===== src/rtl/cdb_arbiter_pkg.sv =====
// cdb_arbiter_pkg: shared CDB constants (tag/data widths, idle tag) and index-width helper.
`ifndef CDB_DEFINES
`define CDB_DEFINES
`define Reg_Lock_Width 5
`define Data_Width 32
`define Reg_No_Lock 5'd0
`define Cdb_Units 4
`endif

package cdb_arbiter_pkg;
    localparam int DEF_UNITS = `Cdb_Units;
    localparam int DEF_LOCK_W = `Reg_Lock_Width;
    localparam int DEF_DATA_W = `Data_Width;
    localparam logic [DEF_LOCK_W-1:0] DEF_NO_LOCK = `Reg_No_Lock;
    function automatic int idx_w(input int n);
        return n > 1 ? $clog2(n) : 1;
    endfunction
endpackage


===== src/rtl/cdb_arbiter_rr_picker.sv =====
// rr_picker: combinational round-robin select, first set bit of eff scanning upward from rr_ptr.
module rr_picker #(
    parameter int N = 4,
    parameter int IW = 2
) (
    input  logic [N-1:0]  eff,
    input  logic [IW-1:0] rr_ptr,
    output logic [IW-1:0] winner,
    output logic          any
);
    always_comb begin
        winner = '0;
        for (int k = N - 1; k >= 0; k--) begin
            int j;
            j = (int'(rr_ptr) + k) % N;
            if (eff[IW'(j)]) winner = IW'(j);
        end
    end
    assign any = |eff;
endmodule


===== src/rtl/cdb_arbiter.sv =====
// cdb_arbiter: round-robin common-data-bus responder with registered broadcast and one-hot done.
module cdb_arbiter
    import cdb_arbiter_pkg::*;
#(
    parameter int NUM_UNITS = DEF_UNITS,
    parameter int LOCK_W = DEF_LOCK_W,
    parameter int DATA_W = DEF_DATA_W,
    parameter logic [LOCK_W-1:0] NO_LOCK = LOCK_W'(DEF_NO_LOCK)
) (
    input  logic                        clk,
    input  logic                        rst,
    input  logic [NUM_UNITS-1:0]        req_valid,
    input  logic [NUM_UNITS*LOCK_W-1:0] req_index,
    input  logic [NUM_UNITS*DATA_W-1:0] req_result,
    output logic [NUM_UNITS-1:0]        done,
    output logic                        cdb_valid,
    output logic [LOCK_W-1:0]           cdb_index,
    output logic [DATA_W-1:0]           cdb_result,
    output logic [15:0]                 bcast_count
);
    localparam int IW = idx_w(NUM_UNITS);
    logic [IW-1:0] rr_ptr, winner;
    logic any, dest;
    logic [NUM_UNITS-1:0] eff;
    logic [LOCK_W-1:0] win_index;
    logic [DATA_W-1:0] win_result;
    // The registered done is the mask: the acknowledged unit still shows its old valid this cycle.
    assign eff = req_valid & ~done;
    assign win_index = req_index[winner*LOCK_W +: LOCK_W];
    assign win_result = req_result[winner*DATA_W +: DATA_W];
    assign dest = any && win_index != NO_LOCK;
    rr_picker #(.N(NUM_UNITS), .IW(IW)) picker (
        .eff(eff),
        .rr_ptr(rr_ptr),
        .winner(winner),
        .any(any)
    );
    always_ff @(posedge clk) begin
        if (rst) begin
            done <= '0;
            cdb_valid <= 1'b0;
            cdb_index <= NO_LOCK;
            cdb_result <= '0;
            bcast_count <= '0;
            rr_ptr <= '0;
        end else begin
            done <= any ? NUM_UNITS'(1) << winner : '0;
            cdb_valid <= dest;
            cdb_index <= dest ? win_index : NO_LOCK;
            if (dest) begin
                cdb_result <= win_result;
                bcast_count <= bcast_count + 16'd1;
            end
            if (any) rr_ptr <= int'(winner) == NUM_UNITS - 1 ? '0 : winner + 1'b1;
        end
    end
endmodule

===== config.mk =====
export PLATFORM = sky130hd
export DESIGN_NAME = cdb_arbiter
export DESIGN_NICKNAME = d
export VERILOG_FILES = /design/src/rtl/cdb_arbiter_pkg.sv /design/src/rtl/cdb_arbiter_rr_picker.sv /design/src/rtl/cdb_arbiter.sv
export SDC_FILE = /design/constraint.sdc
export NUM_CORES = 1
export LEC_CHECK = 0
export ABC_CLOCK_PERIOD_IN_PS = 3000
export CELL_PAD_IN_SITES_DETAIL_PLACEMENT = 1
export CELL_PAD_IN_SITES_GLOBAL_PLACEMENT = 1
export CORE_MARGIN = 8
export CORE_UTILIZATION = 25
export DETAILED_ROUTE_END_ITERATION = 10
export PLACE_DENSITY = 0.79
export SETUP_SLACK_MARGIN = 0.05
export SYNTH_ARGS = -nofsm -noshare
export SYNTH_HDL_FRONTEND = slang
export SYNTH_SLANG_ARGS = --single-unit

===== constraint.sdc =====
create_clock -name clk -period 3 [get_ports clk]
set_clock_uncertainty 0.05 [all_clocks]
set_input_delay 0.45 -clock clk [delete_from_list [all_inputs] [get_ports clk]]
set_output_delay 0.45 -clock clk [all_outputs]
set_load 0.01 [all_outputs]

== Yosys cells after proc, flatten, opt, wreduce, memory -nomap -nowiden ==
Cells that the tools add are included.
Storage, ports and cells
  register bits after elaboration: 60
  bits of input ports: 154
Operators by class
  add/sub/neg operators: 5
  multiply operators: 1
  order comparisons: 4
  equality and inequality tests: 1
  shift-type cells: 3
  mux-type cells: 17
  bitwise operators: 4
  reduce and logical (&&, ||, !) cells: 5
Operators with widths (number)
  $shiftx 128x8->32: 1
  $shiftx 20x6->5: 1
  $add 16x1->16 const B: 1
  $lt 2x4->1 const B: 4
  $mux 2: 5
  $bmux 1 s2: 4
  $mux 1: 8
  $mul 2x3->5 const B: 1
  $reduce_bool 5->1: 1
  $add 2x1->2 const B: 2
  $add 2x2->2 const B: 2
  $and 4x4->4: 1
  $not 4->4: 1
  $reduce_or 2->1: 2
  $reduce_or 4->1: 1
  $shl 1x2->4 const A: 1
  $eq 2x1->1 const B: 1
  $not 1->1: 2
  $logic_and 1x1->1: 1

== Depth between registers and ports, before layout ==
  depth after elaboration: 15
  mapped depth: 11
  depth with buffers taken out: 8

== Cells and area by module ==
A second synthesis with hierarchy kept.
Second synthesis, totals
  cells, all modules: 391
  area, all modules: 3823.7 µm²
Modules (own cells, without submodules)
  cdb_arbiter: times used 1, cells each 378, area an instance 3746.1 µm², sequential area each 1201.2 µm²
  rr_picker: times used 1, cells each 13, area an instance 77.6 µm², sequential area each 0.0 µm²

== Worst setup path after synthesis ==
Ideal clock, no wire load.
  path kind: input-to-reg
  from: in req_valid[0]
  to: reg bcast_count[11]
  setup time: 0.070 ns
  data arrival time: 2.614 ns
  slack: 0.266 ns
  cell stages on the path: 9
  path buffers: 1
  path through: and3b_1 > o21a_2 > nor3_4 > a211oi_1 > o2bb2a_1 > a31o_1 > buf_6 > or4b_1 > a21oi_1
On the way
  longest elaborated chain between the ends: 12
Ends and longest elaborated chain
  start: declaration: line cdb_arbiter.sv:12  | input logic [NUM_UNITS-1:0] req_valid,
  $and 4x4->4 (*): line cdb_arbiter.sv:28  | assign eff = req_valid & ~done;
  $bmux 1 s2: line cdb_arbiter_rr_picker.sv:16  | if (eff[IW'(j)]) winner = IW'(j);
  $mux 1 (not written as such) (2 in series): line cdb_arbiter_rr_picker.sv:16
  $mux 2 (4 in series): line cdb_arbiter_rr_picker.sv:16
  $mul 2x3->5: line cdb_arbiter.sv:29  | assign win_index = req_index[winner*LOCK_W +: LOCK_W];
  $shiftx 20x6->5: line cdb_arbiter.sv:29
  $reduce_bool 5->1: line cdb_arbiter.sv:31  | assign dest = any && win_index != NO_LOCK;
  $logic_and 1x1->1 (*): line cdb_arbiter.sv:31
  end signal: assignment: line cdb_arbiter.sv:52  | bcast_count <= bcast_count + 16'd1;
  end: declaration: line cdb_arbiter.sv:19  | output logic [15:0] bcast_count
Every way passes the cells marked *; elsewhere a longest branch is shown, timed or not. The select of a mux whose other input is x is not followed.
A chain may end at the register's enable or synchronous reset.

== Final worst setup path ==
  from: reg rr_ptr[0]
  to: reg cdb_result[31]
On the way
  longest elaborated chain between the ends: 12
Ends and longest elaborated chain
  start: declaration: line cdb_arbiter.sv:22  | logic [IW-1:0] rr_ptr, winner;
  start signal: assignment: line cdb_arbiter.sv:54  | if (any) rr_ptr <= int'(winner) == NUM_UNITS - 1 ? '0 : winner + 1'b1;
  $add 2x2->2: line cdb_arbiter_rr_picker.sv:15  | j = (int'(rr_ptr) + k) % N;
  $bmux 1 s2: line cdb_arbiter_rr_picker.sv:16
  $mux 1 (not written as such) (2 in series): line cdb_arbiter_rr_picker.sv:16
  $mux 2 (3 in series): line cdb_arbiter_rr_picker.sv:16
  $mux 2 (*): line cdb_arbiter_rr_picker.sv:16
  $mul 2x3->5: line cdb_arbiter.sv:29
  $shiftx 20x6->5: line cdb_arbiter.sv:29
  $reduce_bool 5->1: line cdb_arbiter.sv:31
  $logic_and 1x1->1: line cdb_arbiter.sv:31
  end signal: assignment: line cdb_arbiter.sv:51  | cdb_result <= win_result;
  end: declaration: line cdb_arbiter.sv:18  | output logic [DATA_W-1:0] cdb_result,
Marked as above.

==> key figures <==
Detailed routing
  • Average via count per standard cell: around 5
  • Initial DRC count: between 200 and 300
  • Post-detailed-routing wire length: ~18000 um
  • Number of nets still failing antenna checks after routing: 0
  • Wire length per cell after detailed routing: roughly 19 um
  • Via total after detailed routing: roughly 4600
  • Pre-Repair DR Iteration Count: 4
  • DRC violations left: 0

Die
  • Initial Utilization: between 20% and 30%
  • Number of top-level pins: about 210
  • Die Y-Extent: 134 um
  • Die width: about 130 um
  • FP Rows: 43
  • Std-Cell Core Area: around 14000 um^2
  • Total Die Area: 18000 um^2

Layout
  • Fraction of layout instances using a drive strength above 1: between 10 and 15%
  • Nets: around 910
  • Post-route core utilization: 47.6%
  • Inserted Diodes: 0
  • Synthesis-to-layout area growth: 88.1%

STA
  • Setup repair after global routing missed its margin: true
  • Final max-slew violation count: 0
  • Shortest period the worst path allows: 2.98 ns
  • Worst hold slack after final layout: between 0.4 and 0.5 ns
  • Share of the clock period used by the worst path: just under 100%
  • Maximum frequency from static timing analysis: ~340 MHz
  • Slew of the pin with the lowest slew margin: approximately 1.0 ns
  • Sum of negative setup slack: 0 ns
  • Worst slew margin relative to its limit: about a third
  • Setup violators final: 0
  • Setup WS post-layout: roughly 0.022 ns
  • Number of endpoints with negative hold slack in the final report: 0

Critical path
  • List of cells traversed by the critical path: or4b_4 > a21boi_4 > o21a_2 > buf_4 > a211oi_2 > o22a_2 > buf_4 > a31oi_4 > buf_4 > buf_12 > buf_16 > nand3_1 > a21oi_1
  • Standard cell with the maximum stage delay on the critical path: sky130_fd_sc_hd__or4b_4
  • Delay-heaviest family, CP: compound AO/OA/AOI/OAI gates
  • CP bufs+invs: 5
  • Worst R2R Path Depth: 13
  • Required time of the critical path: 3.13 ns
  • Kind of launch point of the worst setup path: flop
  • Most Frequent Cell on Critical Path: sky130_fd_sc_hd__buf_4
  • Largest stage delay on the critical path: a little under 0.6 ns
  • Destination of the worst register-to-register timing path: cdb_result[31]
  • Endpoint type of the worst setup path: flop
  • Arrival @ worst endpoint: between 3 and 4 ns
  • Reg2reg setup slack: about 0.022 ns
  • Setup CP Type: flop to flop
  • Beginning of the worst register-to-register path: rr_ptr[0]
  • Maximum fanout count along the critical path: 13

Clock tree
  • Num Clock Sinks: 60
  • Clock latency at the later pin of the worst-skew pair: 0.32 ns
  • H-tree level count: 3
  • Bufs on Longest Clock Path: 2
  • CTS root buf: sky130_fd_sc_hd__clkbuf_16
  • Clock tree from TritonCTS: done
  • Reg clk slew, reported paths: roughly 0.05 ns
  • Inserted Clock Buffers: 9

Yosys
  • Synthesized area divided by synthesized cell count: about 6.7 um^2
  • Total standard cell area after synthesis: 3480 um^2
  • Cells after Synth: between 500 and 600
  • Dominant cell by count in the synthesized netlist: sky130_fd_sc_hd__nand2_1
  • Synth Flop Type: sky130_fd_sc_hd__dfxtp_1
  • Net Count, Synth: 678
  • Number of synthesized flops with an enable pin: 0
  • Number of different library cells in the post-synthesis netlist: 48
  • Share of the yosys chip area belonging to registers: between 30% and 40%
  • Yosys reg bits: 60
  • Top post-synthesis cells by area: sky130_fd_sc_hd__dfxtp_1 (34%), sky130_fd_sc_hd__nand2_1 (18%), sky130_fd_sc_hd__nand3_1 (15%)
  • Top cells by instance count after synthesis: sky130_fd_sc_hd__nand2_1 (171), sky130_fd_sc_hd__nand3_1 (101), sky130_fd_sc_hd__dfxtp_1 (60), sky130_fd_sc_hd__a21oi_1 (48), sky130_fd_sc_hd__clkbuf_1 (24)
  • Async set-reset flop share out of synthesis: 0%
  • Yosys warns: 0
  • Cell taking the most area after synthesis: sky130_fd_sc_hd__dfxtp_1
  • Fraction of post-synthesis cell area in the top cell type by area: approximately 34%

Min path
  • Worst hold path endpoint: cdb_result[16]
  • Hold Path Cell Cnt: 2
  • Hold crit path type: flop to flop
  • Launch point of the worst hold path: cdb_result[16]

Placement
  • Number of buffers inserted by port buffering: roughly 210
  • HPWL after DPL: ~13000 um
  • Post-place setup slack: -0.491 ns
  • Weighted congestion reported at the end of routability-driven placement: approximately 0.83

GRT
  • Global-route wire length before repair: 27200 um
  • Maximum number of pins on one net before global-route repair: slightly below 50
  • Initial antenna violation count: 0
  • Total Routing Usage GR: approximately a fifth
  • Overall overflow remaining after global route: 0
  • Vias in the first global route: just over 5000

Run
  • Max-capacitance violation count: 0

Power and ir drop
  • Leakage power total: roughly 2.6 nW
  • Max IR drop VDD: between 0.4 and 0.5 mV
  • Power density normalized to cell area: between 800 and 900 nW/um^2

Run status
  • Run status: complete, no violations
## placed cells by master, fill, tap and decap left out, types with 2 or more instances in the layout
| cell type | instances |
|---|---|
| sky130_fd_sc_hd__buf_4 | 36 |
| sky130_fd_sc_hd__mux2i_1 | 2 |
| sky130_fd_sc_hd__and3_1 | 3 |
| sky130_fd_sc_hd__nor2_1 | 5 |
| sky130_fd_sc_hd__a21oi_2 | 3 |
| sky130_fd_sc_hd__or3_1 | 9 |
| sky130_fd_sc_hd__nor2b_1 | 3 |
| sky130_fd_sc_hd__nor3_2 | 2 |
| sky130_fd_sc_hd__nand3_1 | 100 |
| sky130_fd_sc_hd__buf_12 | 2 |
| sky130_fd_sc_hd__clkinvlp_4 | 2 |
| sky130_fd_sc_hd__o31a_1 | 4 |
| sky130_fd_sc_hd__or4b_1 | 2 |
| sky130_fd_sc_hd__nor4_1 | 2 |
| sky130_fd_sc_hd__nand2b_1 | 3 |
| sky130_fd_sc_hd__nand2_1 | 171 |
| sky130_fd_sc_hd__dfxtp_1 | 60 |
| sky130_fd_sc_hd__xnor2_1 | 2 |
| sky130_fd_sc_hd__o21ai_4 | 3 |
| sky130_fd_sc_hd__nand4_1 | 2 |
| sky130_fd_sc_hd__a21oi_1 | 45 |
| sky130_fd_sc_hd__bufinv_16 | 3 |
| sky130_fd_sc_hd__o21ai_0 | 10 |
| sky130_fd_sc_hd__a31oi_1 | 2 |
| sky130_fd_sc_hd__clkinv_2 | 2 |
| sky130_fd_sc_hd__inv_1 | 5 |
| sky130_fd_sc_hd__clkdlybuf4s50_1 | 208 |
| sky130_fd_sc_hd__buf_6 | 4 |
| sky130_fd_sc_hd__a31o_4 | 2 |
| sky130_fd_sc_hd__and3b_1 | 2 |
| sky130_fd_sc_hd__clkbuf_16 | 9 |
| sky130_fd_sc_hd__nand4b_1 | 2 |
| sky130_fd_sc_hd__and4_1 | 2 |
| sky130_fd_sc_hd__nor3_1 | 7 |
| sky130_fd_sc_hd__o21ai_1 | 2 |
| sky130_fd_sc_hd__a211oi_2 | 6 |
## state kept, by name, indices dropped and copies added, names as in the netlist
signal and flops:
cdb_result 32, bcast_count 16, cdb_index 5, done 4, rr_ptr 2, cdb_valid 1
## kinds of logic after synthesis
group | synth area share, %
AO/OA/AOI/OAI | 15.1
XOR/XNOR | 0.503
adder cells (fa/ha/maj) | 0.359
buffers and inverters | 5.53
flip-flops | 34.5
multiplexers | 1.01
AND/OR/NAND/NOR | 43.0
## through the flow
step	power, W	instances	cell area (um^2)
after floorplan	0.00273	523	3480
after global placement	0.00396	905	5910
after detailed placement	0.00406	905	5910
after CTS	0.00546	930	6410
after global routing	0.00594	935	6550
final	0.00556	935	6550
## worst reg2reg max path, stage by stage, from the launching register on
cell	delay [ns]
sky130_fd_sc_hd__dfxtp_1	0.35
sky130_fd_sc_hd__or4b_4	0.59
sky130_fd_sc_hd__a21boi_4	0.17
sky130_fd_sc_hd__o21a_2	0.16
sky130_fd_sc_hd__buf_4	0.15
sky130_fd_sc_hd__a211oi_2	0.29
sky130_fd_sc_hd__o22a_2	0.29
sky130_fd_sc_hd__buf_4	0.15
sky130_fd_sc_hd__a31oi_4	0.09
sky130_fd_sc_hd__buf_4	0.15
sky130_fd_sc_hd__buf_12	0.12
sky130_fd_sc_hd__buf_16	0.14
sky130_fd_sc_hd__nand3_1	0.06
sky130_fd_sc_hd__a21oi_1	0.07
## routing by layer
layer	vias to the layer above	wire length, um	track usage (%)
li1	2266	-	-
met3	42	1460	6.81
met1	2159	6770	19.9
met5	-	0	0
met2	180	8880	33.3
met4	0	539	7.55
## repair_timing
| item | 4_1_cts | 5_1_grt |
|---|---|---|
| pin swaps | 5 | 9 |
| buffers inserted | 7 | 5 |
| resized for setup | 18 | 22 |
| endpoints found under the setup margin | 43 | 46 |
| gates cloned | 2 | 0 |
| hold buffers | 0 | 0 |
## report_power, final
part	switching, W	internal, W	leakage [nW]
logic	0.00170	0.00148	1.93
registers	0.000152	0.00105	0.495
clock network	0.000373	0.000807	0.161
## how the worst max path moves through the flow
stage	depth (start not counted)	to	start	slack, ns
6_report	13	cdb_result[31]	rr_ptr[0]	0.02
5_1_grt	12	cdb_result[31]	rr_ptr[0]	-0.04
4_1_cts	12	bcast_count[9]	req_valid[1]	0.06
3_5_place_dp	10	cdb_result[10]	req_valid[0]	-0.49
3_3_place_gp	9	bcast_count[5]	req_valid[0]	-0.36
2_1_floorplan	9	bcast_count[11]	req_valid[0]	0.27
## final cells by class
type                            instances  area (um^2)
Fill cell                            1678         7220
Inverter                                5         18.8
Clock buffer                            9          225
Sequential cell                        60         1200
Tap cell                              180          225
Clock inverter                          7          115
Timing Repair Buffer                  254         2490
Multi-Input combinational cell        420         2270
Note: power is estimated with default switching activity, not from simulation.
